$ cat config.mk
export PLATFORM = sky130hd
export DESIGN_NAME = dmem_run_ctrl
export DESIGN_NICKNAME = d
export VERILOG_FILES = /design/src/rtl/dmem_run_ctrl.sv
export SDC_FILE = /design/constraint.sdc
export NUM_CORES = 1
export LEC_CHECK = 0
export CORE_UTILIZATION = 33
export CTS_BUF_LIST = sky130_fd_sc_hd__clkbuf_4
export DETAILED_ROUTE_END_ITERATION = 6
export GPL_ROUTABILITY_DRIVEN = 0
export PLACE_DENSITY = 0.79
export SYNTH_ARGS = -nofsm -noshare
export SYNTH_HDL_FRONTEND = slang
export SYNTH_SLANG_ARGS = --single-unit
$ cat constraint.sdc
create_clock -name clk -period 1.7 [get_ports clk]
set_input_delay 0.34 -clock clk [delete_from_list [all_inputs] [get_ports clk]]
set_output_delay 0.34 -clock clk [all_outputs]
set_load 0.02 [all_outputs]
$ cat src/rtl/dmem_run_ctrl.sv
// Run controller and dmem arbiter: holds the core in reset while the host
// preloads dmem, then hands dmem to the core until it finishes or times out.
module dmem_run_ctrl #(
  parameter int unsigned AW         = 8,
  parameter int unsigned DW         = 8,
  parameter int unsigned CW         = 16,
  parameter int unsigned MAX_CYCLES = 4096
) (
  input  logic          clk,
  input  logic          reset,
  input  logic          start,
  input  logic          host_req,
  input  logic          host_we,
  input  logic [AW-1:0] host_addr,
  input  logic [DW-1:0] host_wdata,
  output logic          host_gnt,
  output logic [DW-1:0] host_rdata,
  output logic          core_rst,
  input  logic          core_done,
  input  logic          core_we,
  input  logic [AW-1:0] core_addr,
  input  logic [DW-1:0] core_wdata,
  output logic [DW-1:0] core_rdata,
  output logic          dm_we,
  output logic [AW-1:0] dm_addr,
  output logic [DW-1:0] dm_di,
  input  logic [DW-1:0] dm_dout,
  output logic          busy,
  output logic          finished,
  output logic          timeout,
  output logic [CW-1:0] cycle_cnt
);

  typedef enum logic [2:0] {
    S_IDLE  = 3'd0,
    S_PRIME = 3'd1,
    S_RUN   = 3'd2,
    S_DONE  = 3'd3,
    S_TOUT  = 3'd4
  } state_e;

  localparam logic [CW-1:0] CNT_SAT = '1;
  localparam logic [CW-1:0] WD_LAST = CW'(MAX_CYCLES - 1);

  state_e        state_q, state_d;
  logic [CW-1:0] cnt_q, cnt_d;
  logic          host_own;

  // State register
  always_ff @(posedge clk or negedge reset) begin
    if (!reset) begin
      state_q <= S_IDLE;
    end else begin
      state_q <= state_d;
    end
  end

  // Run-cycle counter register
  always_ff @(posedge clk or negedge reset) begin
    if (!reset) begin
      cnt_q <= '0;
    end else begin
      cnt_q <= cnt_d;
    end
  end

  // Next-state and counter update; done has priority over the watchdog
  always_comb begin
    state_d = state_q;
    cnt_d   = cnt_q;
    case (state_q)
      S_IDLE, S_DONE, S_TOUT: begin
        if (start) state_d = S_PRIME;
      end
      S_PRIME: begin
        state_d = S_RUN;
        cnt_d   = '0;
      end
      S_RUN: begin
        if (cnt_q != CNT_SAT) cnt_d = cnt_q + CW'(1);
        if (core_done) begin
          state_d = S_DONE;
        end else if (cnt_q == WD_LAST) begin
          state_d = S_TOUT;
        end
      end
      default: state_d = S_IDLE;
    endcase
  end

  // Output decode and dmem mux; PRIME leaves dmem idle with no owner
  always_comb begin
    host_own   = 1'b0;
    host_gnt   = 1'b0;
    host_rdata = '0;
    core_rdata = '0;
    core_rst   = 1'b1;
    dm_we      = 1'b0;
    dm_addr    = '0;
    dm_di      = '0;
    busy       = 1'b0;
    finished   = 1'b0;
    timeout    = 1'b0;
    case (state_q)
      S_IDLE, S_DONE, S_TOUT: begin
        host_own = 1'b1;
      end
      S_PRIME: begin
        busy = 1'b1;
      end
      S_RUN: begin
        busy       = 1'b1;
        core_rst   = 1'b0;
        dm_we      = core_we;
        dm_addr    = core_addr;
        dm_di      = core_wdata;
        core_rdata = dm_dout;
      end
      default: ;
    endcase
    if (host_own) begin
      host_gnt   = host_req;
      dm_we      = host_req & host_we;
      dm_addr    = host_addr;
      dm_di      = host_wdata;
      host_rdata = dm_dout;
    end
    finished = (state_q == S_DONE);
    timeout  = (state_q == S_TOUT);
  end

  assign cycle_cnt = cnt_q;

endmodule

Yosys cells after proc, flatten, opt, wreduce, memory -nomap -nowiden --
Index checks and enable logic that the tools add are counted.
Storage, ports and cells: register bits 19, input bits 47, output and inout port bits 54, logic and storage cells 37
Operators by class: $add $sub $neg 1, eq/ne operators 9, mux-type cells 18, bitwise operators 1, reductions and logical operators 6
Operators by type and width (number):
- $mux W8 | 6
- $pmux W16 S2 | 1
- $add A16 B1 Y16 const B | 1
- $eq A16 B12 Y1 const B | 1
- $mux W16 | 1
- $ne A16 B16 Y1 const B | 1
- $mux W3 | 3
- $pmux W3 S3 | 1
- $eq A3 B2 Y1 const B | 2
- $mux W1 | 6
- $ne A2 B2 Y1 const B | 2
- $reduce_and A2 Y1 | 2
- $eq A3 B1 Y1 const B | 1
- $eq A3 B3 Y1 const B | 1
- $logic_not A3 Y1 | 1
- $ne A3 B3 Y1 const B | 1
- $reduce_or A3 Y1 | 1
- $reduce_bool A2 Y1 | 1
- $reduce_or A2 Y1 | 1
- $and A1 B1 Y1 | 1

Depth between registers and ports, before layout --
Gate-level depths: netlist of the first run.
depth in word-level cells 4, depth in mapped cells 7, mapped depth without buffers 6

Least setup slack after synthesis of the first run --
Ideal clock, no wire load.
path type register to output, from reg state_q[1], to out dm_addr[0], arrival time 1.576 ns, required time 1.360 ns, slack -0.216 ns, cell stages (with the launch flop) 7, buffers on the path 2, path through dfrtp_1 > nor2b_4 > and2_1 > or2_1 > buf_2 > buf_2 > a22o_1
Between the ends: word-level cells in the longest chain between the ends 4, elaborated cells between the ends (all ways) 8, classes of those cells 3 x eq/ne; 3 x mux; 2 x reduce/logical
Ends and longest elaborated chain:
- start, declared | RTL line 45 | state_e state_q, state_d;
- start signal, assigned | RTL line 54 | state_q <= state_d;
- $eq A3 B2 Y1
- named net finished | RTL line 29 | output logic finished,
- $reduce_or A3 Y1 | RTL line 104 | case (state_q)
- $mux W1 | RTL line 104
- $mux W8 | RTL line 121 | if (host_own) begin
- end, declared | RTL line 25 | output logic [AW-1:0] dm_addr,
The timed path passes the listed nets, and every way through them passes these cells.

Worst setup path in the final report of the first run --
from reg state_q[1], to out dm_we
Between the ends: word-level cells in the longest chain between the ends 4, elaborated cells between the ends (all ways) 8, classes of those cells 3 x eq/ne; 3 x mux; 2 x reduce/logical
Ends and longest elaborated chain:
- $eq A3 B2 Y1, or another cell as far along | RTL line 104
- $reduce_or A3 Y1 | RTL line 104
- $mux W1 | RTL line 104
- $mux W1 (*) | RTL line 121
- end, declared | RTL line 24 | output logic dm_we,
Every way passes the cells marked *; elsewhere a longest branch is shown, timed or not.

==> run_results.csv, run 1 <==
group,metric,value,unit
setup_path,regToRegEndpoint,"cycle_cnt[13]",
cells_and_area,fin_area,3540,um2
setup_path,cp_slowest_stage_delay,0.41,ns
timing,fin_crit,2.16,ns
cells_and_area,final_util,0.813,
setup_path,crit_type,"reg -> out",
yosys,yosys.area.top_type,"dfrtp_1",
cts,clockRootBuffer,"clkbuf_4",
cts,clock_latency,0.31,ns
timing,max_freq,462,MHz
setup_path,ff2ff_path_depth,9,
setup_path,critical_path_buf_inv_count,2,
cts,cts_tree,"done",
yosys,synth_nets,215,
route,wl_per_cell,19.5,um
setup_path,cp_cell_sequence,"nor2b_4 > and2_4 > or2_4 > buf_12 > a32o_2 > buf_6",
flow_run,cap_violations,0,
yosys,syn_avg_cell_area,8.92,um2
setup_path,ff2ff_setup_slack,-0.39,ns
placed_design,place_area,2900,um2
route,drc,0,
power,p_leak,1.67,nW
yosys,async_flop_share,1.00,
yosys,yosys.cell_types.count,45,
yosys,synth_seq_area_share,0.319,
timing,rsz0062_at_grt,"yes",
power,finalPower,6.17,mW
setup_path,regToRegStartpoint,"state_q[0]",
setup_path,cp-startpoint,"state_q[1]",
yosys,ys.flop_type,"dfrtp_1",
die,die_area,4790,um2
timing,period_share,1.27,
timing,finalWorstSetupSlack,-0.463,ns
setup_path,worstPathArrival,1.82,ns
cells_and_area,stdcell_count,370,
yosys,netlist_instances,167,
timing,finalHoldViolations,0,
setup_path,cp_slowest_cell,"dfrtp_1",
yosys,synth_area,1490,um2
cells_and_area,diodes,0,
setup_path,critPathCaptureType,"primary output",
yosys,yosysWarnings,0,
route,antenna_left,0,
worst_hold_path,hold_path.class,"in -> async",
timing,finClkSkew,0.00146,ns
yosys,ys_seq_elements,19,
cells_and_area,layout_commonest_cell,"buf_6",
yosys,synth_edf_count,0,
cells_and_area,regArea,478,um2
setup_path,critPathTopFamily,"simple AND/OR/NAND/NOR gates",
die,core,4350,um2
setup_path,startpoint_type,"flop",
power,peakVddDrop,0.00107,V
timing,tightestPinTransition,0.385,ns
die,die-width,69.2,um
placed_design,pre_cts_ws,-0.512,ns
global_route,antenna_found_initial,0,
cts,h-tree-depth,1,
yosys,synth_top_cell_area_share,0.319,
die,initial_core_util,0.342,
global_route,grt_pass1_vias,1997,
cts,cts.clk_slew.worst_paths,0.12,ns
cells_and_area,nFillCells,223,
yosys,synth_area_leaders,"dfrtp_1, a22o_1, and2_1",
global_route,grt-ovfl-total,0,
setup_path,cp_max_fo,10,
global_route,grt_max_degree,20,
cts,clockBufferDepth,2,
timing,setup_viol_count_final,54,
cts,holdBufCountCts,0,
status,violations,"negative setup slack",
placed_design,dp_hpwl,4.41,mm
status,status,"finished with violations",
route,first_iter_violations,142,
die,io_pins,101,
cts,numCtsBuffers,3,
route,viasPerCell,5.60,
placed_design,portBuffers,100,
cells_and_area,drive_gt1_frac,0.528,
die,die_h,69.2,um
die,row_count,24,
timing,max_slew_margin,0.741,
cells_and_area,fin_nets,367,
cells_and_area,layout_common_cells,"buf_6, clkdlybuf4s50_1, buf_4",
placed_design,placed_cells,341,
cells_and_area,syn_to_final_growth,137,%
route,first_pass_iters,4,
route,wirelength,7.21,mm
power,powerDensity,1740,nW/um2
setup_path,cp_data_required_time,1.36,ns
cells_and_area,multi_input_area,1240,um2
timing,drv_slew,0,
cts,cts.sinks,19,
global_route,track_usage,0.257,
global_route,grt_pass1_wl,10.1,mm
route,vias,2073,
==> synthesized netlist by cell type, types with 2 or more instances <==
| master | count |
|---|---|
| and2_1 | 19 |
| dfrtp_1 | 19 |
| a22o_1 | 16 |
| a21oi_1 | 11 |
| buf_2 | 8 |
| inv_1 | 8 |
| a211oi_1 | 7 |
| nand2_1 | 7 |
| nand3_1 | 6 |
| nand4_1 | 5 |
| a31oi_1 | 4 |
| and3_1 | 4 |
| mux2i_1 | 4 |
| nor2_1 | 4 |
| o21ai_0 | 4 |
| o22ai_1 | 3 |
| a21boi_0 | 2 |
| a2bb2oi_1 | 2 |
| a41oi_1 | 2 |
| and4_1 | 2 |
| buf_4 | 2 |
| nand2b_1 | 2 |
| o211ai_1 | 2 |
| o21a_1 | 2 |
| or4_1 | 2 |
==> registers in the layout, indices dropped and copies added (netlist names) <==
signal and count:
cycle_cnt 16, state_q 3
==> layout make-up <==
class                           count  area share
Sequential cell                    19       0.135
Multi-Input combinational cell    128       0.350
Tap cell                           52      0.0184
Clock buffer                        4     0.00849
Timing Repair Buffer              158       0.477
Inverter                            9      0.0110
==> where the power goes <==
group	internal, mW	switching [mW]	total, mW
clock	0.108	0.158	0.265
sequential	0.505	0.0623	0.568
combinational	3.03	2.30	5.34
==> cells by family after synthesis <==
logic type                 share of synthesized area
buffers and inverters                         0.0621
and+or+nand+nor                                0.269
muxes                                         0.0269
DFF                                            0.319
AOI/OAI and AO/OA                              0.315
adders and majority gates                    0.00839
==> worst max-delay path by stage <==
stage,depth (start not counted),slack [ns],to
final,6,-0.46,dm_we
after floorplan,6,-0.1,dm_addr[0]
after detailed placement,6,-0.51,dm_we
after CTS,6,-0.45,host_rdata[4]
after global routing,6,-0.50,dm_we
after global placement,6,-0.46,dm_we
==> routing by layer <==
layer	vias to the layer above	routed length, um	global-route usage
li1	950	-	-
met1	1009	2780	0.329
met2	91	3880	0.455
met3	23	354	0.0407
met4	0	197	0.0544
met5	-	0	0
==> repair_timing <==
| action | in CTS | in global routing |
|---|---|---|
| endpoints found under the setup margin | 66 | 58 |
| gates cloned | 3 | 2 |
| pin swaps | 12 | 18 |
| buffers inserted | 13 | 8 |
| gates resized for setup | 242 | 67 |
==> metrics by stage <==
stage / TNS, ns / hold WS [ns]
2_1_floorplan: -1.19 / 0.0444
3_3_place_gp: -15.74 / 0.485
3_5_place_dp: -17.07 / 0.506
4_1_cts: -14.52 / 0.373
5_1_grt: -19.87 / 0.383
6_report: -17.06 / 0.361
Power figures use the tool's default switching activity.
==> run 2, diff against run 1 <==
--- a/config.mk
+++ b/config.mk
@@ -5,6 +5,8 @@
 export SDC_FILE = /design/constraint.sdc
 export NUM_CORES = 1
 export LEC_CHECK = 0
+export ABC_AREA = 0
+export CORE_MARGIN = 2
 export CORE_UTILIZATION = 33
 export CTS_BUF_LIST = sky130_fd_sc_hd__clkbuf_4
 export DETAILED_ROUTE_END_ITERATION = 6
==> run 2 against run 1 <==
Net effect:
- the run still ends with negative setup slack left
- hold slack lost 0.012 ns
- non-clock buffer count fell by 17
- register-to-register slack better by 0.09 ns
- sequential share of layout area is 1.1 points higher
- via count fell by 7.4%
- die area is 5.9% higher
- design area down 7.2%
- power decreased by 12%
- clock skew grew 0.0056 ns
- sequential cell count did not move
- first-iteration DRC count is 4.9% higher
==> run_results.csv, run 2 (synthesized netlist as in run 1, its figures left out) <==
group,metric,value,unit
status,status,"finished with violations",
status,violations,"negative setup slack",
timing,rsz0062_at_grt,"yes",
timing,finClkSkew,0.00707,ns
cells_and_area,syn_to_final_growth,120,%
timing,tightestPinTransition,0.284,ns
cells_and_area,layout_commonest_cell,"clkdlybuf4s50_1",
cells_and_area,drive_gt1_frac,0.472,
setup_path,regToRegEndpoint,"cycle_cnt[15]",
route,viasPerCell,5.44,
setup_path,cp_max_fo,5,
die,row_count,24,
cells_and_area,nFillCells,288,
cells_and_area,regArea,478,um2
global_route,grt_pass1_vias,1769,
placed_design,portBuffers,100,
global_route,grt_max_degree,21,
route,vias,1919,
flow_run,cap_violations,0,
die,die-width,71.2,um
global_route,antenna_found_initial,0,
cells_and_area,layout_common_cells,"clkdlybuf4s50_1, buf_6, buf_4",
route,drc,0,
timing,setup_viol_count_final,38,
global_route,track_usage,0.220,
cts,cts.clk_slew.worst_paths,0.11,ns
power,peakVddDrop,0.00116,V
cells_and_area,multi_input_area,1180,um2
route,antenna_left,0,
placed_design,pre_cts_ws,-0.497,ns
die,die_h,71.2,um
setup_path,critical_path_buf_inv_count,2,
setup_path,crit_type,"reg -> out",
cts,clockRootBuffer,"clkbuf_4",
cts,clock_latency,0.31,ns
route,first_iter_violations,149,
setup_path,ff2ff_setup_slack,-0.30,ns
cts,holdBufCountCts,0,
route,wl_per_cell,18.2,um
global_route,grt-ovfl-total,0,
timing,finalHoldViolations,0,
timing,period_share,1.24,
timing,finalWorstSetupSlack,-0.406,ns
placed_design,dp_hpwl,4.39,mm
route,first_pass_iters,4,
setup_path,cp_data_required_time,1.36,ns
setup_path,startpoint_type,"flop",
cells_and_area,diodes,0,
cells_and_area,final_util,0.754,
setup_path,critPathCaptureType,"primary output",
cts,numCtsBuffers,3,
power,powerDensity,1650,nW/um2
timing,fin_crit,2.11,ns
worst_hold_path,hold_path.class,"in -> async",
die,io_pins,101,
cells_and_area,fin_nets,350,
die,core,4350,um2
cts,clockBufferDepth,2,
setup_path,cp_slowest_cell,"dfrtp_1",
cts,cts_tree,"done",
setup_path,critPathTopFamily,"simple AND/OR/NAND/NOR gates",
cts,cts.sinks,19,
setup_path,regToRegStartpoint,"state_q[2]",
route,wirelength,6.42,mm
timing,max_slew_margin,0.810,
die,initial_core_util,0.342,
setup_path,cp_slowest_stage_delay,0.39,ns
cells_and_area,largest_reg_flops,16,
timing,max_freq,475,MHz
power,p_leak,1.58,nW
die,die_area,5070,um2
setup_path,ff2ff_path_depth,8,
cts,h-tree-depth,1,
timing,drv_slew,0,
global_route,grt_pass1_wl,8.89,mm
setup_path,worstPathArrival,1.77,ns
setup_path,cp_cell_sequence,"nor2b_4 > and2_4 > or2_4 > buf_12 > a32o_2 > buf_6",
run 2: how the worst max path moves through the flow:
stage	from	end	cells past startpoint
3_3_place_gp	state_q[1]	dm_we	6
4_1_cts	state_q[1]	dm_we	6
2_1_floorplan	state_q[1]	dm_addr[0]	6
3_5_place_dp	state_q[1]	dm_we	6
6_report	state_q[1]	dm_we	6
5_1_grt	state_q[1]	dm_we	6
run 2: timing repair:
action                     4_1_cts  5_1_grt
buffers inserted                 2        5
pin swaps                        1       16
setup endpoints to repair       57       58
cloned                           1        4
gates resized for setup        227       60
run 2: metal layers:
metal / vias to the layer above / track usage / part of all wire
met2: 74 / 0.396 / 0.55
met4: 0 / 0.0377 / 0.0086
li1: 910 / - / -
met5: - / 0 / 0
met3: 8 / 0.0370 / 0.051
met1: 927 / 0.277 / 0.39
run 2: report_power, final:
part | total (mW) | internal (mW) | switching, mW
sequential | 0.558 | 0.507 | 0.0517
combinational | 4.60 | 2.55 | 2.04
clock | 0.257 | 0.108 | 0.149
run 2: cell type report:
type | count | area share
Tap cell | 52 | 0.0198
Clock buffer | 4 | 0.00915
Multi-Input combinational cell | 128 | 0.359
Sequential cell | 19 | 0.146
Timing Repair Buffer | 141 | 0.455
Inverter | 9 | 0.0111
run 2: stage by stage:
stage / setup TNS [ns] / cell area, um2 / hold WS (ns) / cells / total power, mW
floorplan: -1.19 / 1630 / 0.0444 / 167 / 2.66
CTS: -11.64 / 2940 / 0.371 / 346 / 4.63
detailed placement: -16.15 / 2880 / 0.552 / 339 / 4.19
finish: -12.59 / 3280 / 0.349 / 353 / 5.41
global placement: -15.24 / 2880 / 0.539 / 339 / 4.14
global route: -16.15 / 3280 / 0.376 / 353 / 5.69
run 2: worst reg2reg max path, stage by stage (launching register included):
cell,delay (ns)
dfrtp_1,0.43
nor2b_4,0.12
buf_4,0.12
and2b_4,0.23
buf_6,0.16
inv_4,0.05
buf_12,0.14
or4_1,0.52
o21ai_1,0.14
==> run 3, diff against run 2 <==
--- a/config.mk
+++ b/config.mk
@@ -5,13 +5,13 @@
 export SDC_FILE = /design/constraint.sdc
 export NUM_CORES = 1
 export LEC_CHECK = 0
-export ABC_AREA = 0
+export ABC_AREA = 1
 export CORE_MARGIN = 2
 export CORE_UTILIZATION = 33
 export CTS_BUF_LIST = sky130_fd_sc_hd__clkbuf_4
 export DETAILED_ROUTE_END_ITERATION = 6
 export GPL_ROUTABILITY_DRIVEN = 0
-export PLACE_DENSITY = 0.79
+export PLACE_DENSITY = 0.78
 export SYNTH_ARGS = -nofsm -noshare
 export SYNTH_HDL_FRONTEND = slang
 export SYNTH_SLANG_ARGS = --single-unit
==> run 3 against run 2 <==
Net effect:
- the flow still finishes with violations (negative setup slack)
- hold slack improved by 0.013 ns
- cell count rose by 10%
- clock skew fell by 0.0062 ns
- sequential cell count did not move
- count of clock-buffer cells in the layout fell by 1
- core utilization fell by 11 points
- combinational power fell by 25%
- first-iteration DRC count fell by 50%
- critical path type unchanged
- largest cell class unchanged
- highest routed layer unchanged
==> run_results.csv, run 3 <==
group,metric,value,unit
setup_path,cp_cell_sequence,"nand2_2 > nor2_4 > nor2_4 > buf_6 > nor2_4 > a22o_1 > buf_6",
yosys,synth_nets,270,
global_route,grt_max_degree,22,
cts,clockRootBuffer,"clkbuf_4",
cts,numCtsBuffers,3,
cells_and_area,regArea,478,um2
yosys,ys_seq_elements,19,
yosys,synth_top_cell_area_share,0.318,
cells_and_area,layout_common_cells,"nand2_1, clkdlybuf4s50_1, buf_4",
route,vias,1905,
cells_and_area,fin_nets,387,
power,p_switching,2.10,mW
power,seq_power_share,0.141,
setup_path,critPathMostFrequentCell,"nor2_4",
cells_and_area,diodes,0,
die,die-width,71.3,um
power,power_frac_clock,0.055,
global_route,antenna_found_initial,0,
yosys,synth_area_leaders,"dfrtp_1, nand2_1, nor2_1",
status,violations,"negative setup slack",
timing,max_freq,533,MHz
power,swShare,0.491,
yosys,yosys.area.top_type,"dfrtp_1",
placed_design,portBuffers,100,
setup_path,cp_data_required_time,1.36,ns
die,io_pins,101,
cts,cts.sinks,19,
cells_and_area,drive_gt1_frac,0.287,
setup_path,regToRegEndpoint,"state_q[2]",
status,status,"finished with violations",
setup_path,cp_slowest_stage_delay,0.46,ns
timing,fin_crit,1.88,ns
die,die_h,71.3,um
timing,setup_viol_count_final,36,
timing,tightestPinTransition,0.345,ns
power,internal-power,2.17,mW
route,wl_per_cell,12.6,um
placed_design,dp_hpwl,3.70,mm
cells_and_area,largest_reg_flops,16,
setup_path,regToRegStartpoint,"state_q[1]",
cts,h-tree-depth,1,
yosys,ys.flop_type,"dfrtp_1",
power,powerDensity,1520,nW/um2
power,p_leak,1.40,nW
yosys,netlist_instances,222,
setup_path,cp_slowest_cell,"dfrtp_2",
setup_path,startpoint_type,"flop",
cts,clock_latency,0.30,ns
yosys,yosysWarnings,0,
yosys,synth_edf_count,0,
setup_path,critPathTopFamily,"flip-flops",
route,viasPerCell,4.88,
route,first_pass_iters,4,
yosys,syn_avg_cell_area,6.73,um2
cts,cts_tree,"done",
cells_and_area,multi_input_area,977,um2
setup_path,critPathCaptureType,"primary output",
cts,cts.clk_slew.worst_paths,0.11,ns
power,peakVddDrop,0.000893,V
placed_design,place_area,2670,um2
timing,final.setup.tns,-3.67,ns
die,die_area,5080,um2
route,drc,0,
cells_and_area,layout_commonest_cell,"nand2_1",
global_route,grt_pass1_vias,1825,
worst_hold_path,hold_path.class,"in -> async",
die,core,4350,um2
yosys,async_flop_share,1.00,
global_route,grt-ovfl-total,0,
global_route,track_usage,0.188,
yosys,synth_seq_area_share,0.318,
cells_and_area,fin_area,2810,um2
setup_path,ff2ff_setup_slack,0.07,ns
timing,max_slew_margin,0.768,
yosys,yosysMostFrequentCell,"nand2_1",
flow_run,cap_violations,0,
cts,holdBufCountCts,0,
global_route,grt_pass1_wl,7.94,mm
route,first_iter_violations,74,
yosys,yosys.cell_types.count,25,
setup_path,critical_path_buf_inv_count,2,
cells_and_area,nFillCells,378,
timing,finalWorstSetupSlack,-0.177,ns
timing,finalHoldViolations,0,
yosys,synth_area,1490,um2
die,row_count,24,
setup_path,worstPathArrival,1.54,ns
timing,drv_slew,0,
die,initial_core_util,0.343,
cells_and_area,syn_to_final_growth,87.8,%
setup_path,crit_type,"reg -> out",
power,p_comb_frac,0.803,
cts,clockBufferDepth,2,
yosys,synth_commonest_cells,"nand2_1, nor2_1, inv_1, dfrtp_1, a22o_1",
setup_path,ff2ff_path_depth,9,
setup_path,cp_max_fo,4,
route,antenna_left,0,
timing,finClkSkew,0.000919,ns
route,wirelength,4.91,mm
timing,period_share,1.10,
timing,rsz0062_at_grt,"yes",
-- run 3: logic make-up after synthesis --
logic type,count (synthesis),synth area share
buffers and inverters,37,0.102
xor gates and xnor gates,7,0.0410
adders and majority gates,1,0.00837
AOI/OAI and AO/OA,35,0.180
and+or+nand+nor,123,0.350
DFF,19,0.318
-- run 3: worst reg2reg max path, delay by kind of cell (launching register included) --
family | cells | cell delay [ns]
buffers and inverters | 2 | 0.26
flip-flops | 1 | 0.44
AND/OR/NAND/NOR | 7 | 0.85
-- run 3: worst max path at each step --
| stage | from | endpoint | slack [ns] | cells after the start |
|---|---|---|---|---|
| 3_5_place_dp | state_q[0] | dm_addr[0] | -0.32 | 7 |
| 5_1_grt | state_q[0] | dm_we | -0.23 | 7 |
| 6_report | state_q[0] | dm_we | -0.18 | 7 |
| 2_1_floorplan | state_q[1] | dm_we | 0.01 | 6 |
| 3_3_place_gp | host_req | dm_we | -0.31 | 5 |
| 4_1_cts | state_q[1] | dm_we | -0.18 | 7 |
-- run 3: final cells by class --
cell class | count | share of cell area
Clock buffer | 3 | 0.00803
Clock inverter | 1 | 0.00178
Inverter | 30 | 0.0410
Multi-Input combinational cell | 167 | 0.348
Sequential cell | 19 | 0.170
Tap cell | 52 | 0.0232
Timing Repair Buffer | 118 | 0.407
-- run 3: power groups by stage --
stage	combinational, mW	clock [mW]	sequential, mW
final	3.43	0.235	0.604
after global routing	3.66	0.254	0.610
after CTS	3.13	0.240	0.596
after detailed placement	3.11	0	0.590
after global placement	3.08	0	0.588
after floorplan	1.58	0	0.630
-- run 3: what timing repair did --
action / 4_1_cts / 5_1_grt
endpoints found under the setup margin: 49 / 57
pin swaps: 5 / 4
buffers inserted: 3 / 1
gates resized for setup: 217 / 40
cloned: 0 / 1
-- run 3: layer usage --
metal	GRT usage	share of wire	vias up
li1	-	-	954
met1	0.241	0.40	850
met2	0.328	0.51	97
met3	0.0323	0.084	4
met4	0.0482	0.0061	0
met5	0	0	-
-- run 3: per-stage QoR --
step	hold WS [ns]	total power [mW]	util	worst slack, ns	std cells
after floorplan	0.0444	2.21	-	0.0138	222
after global placement	0.513	3.66	0.613	-0.305	382
after global routing	0.385	4.52	0.644	-0.232	390
after CTS	0.373	3.96	0.618	-0.182	388
after detailed placement	0.525	3.70	0.613	-0.323	382
final	0.363	4.27	0.644	-0.177	390
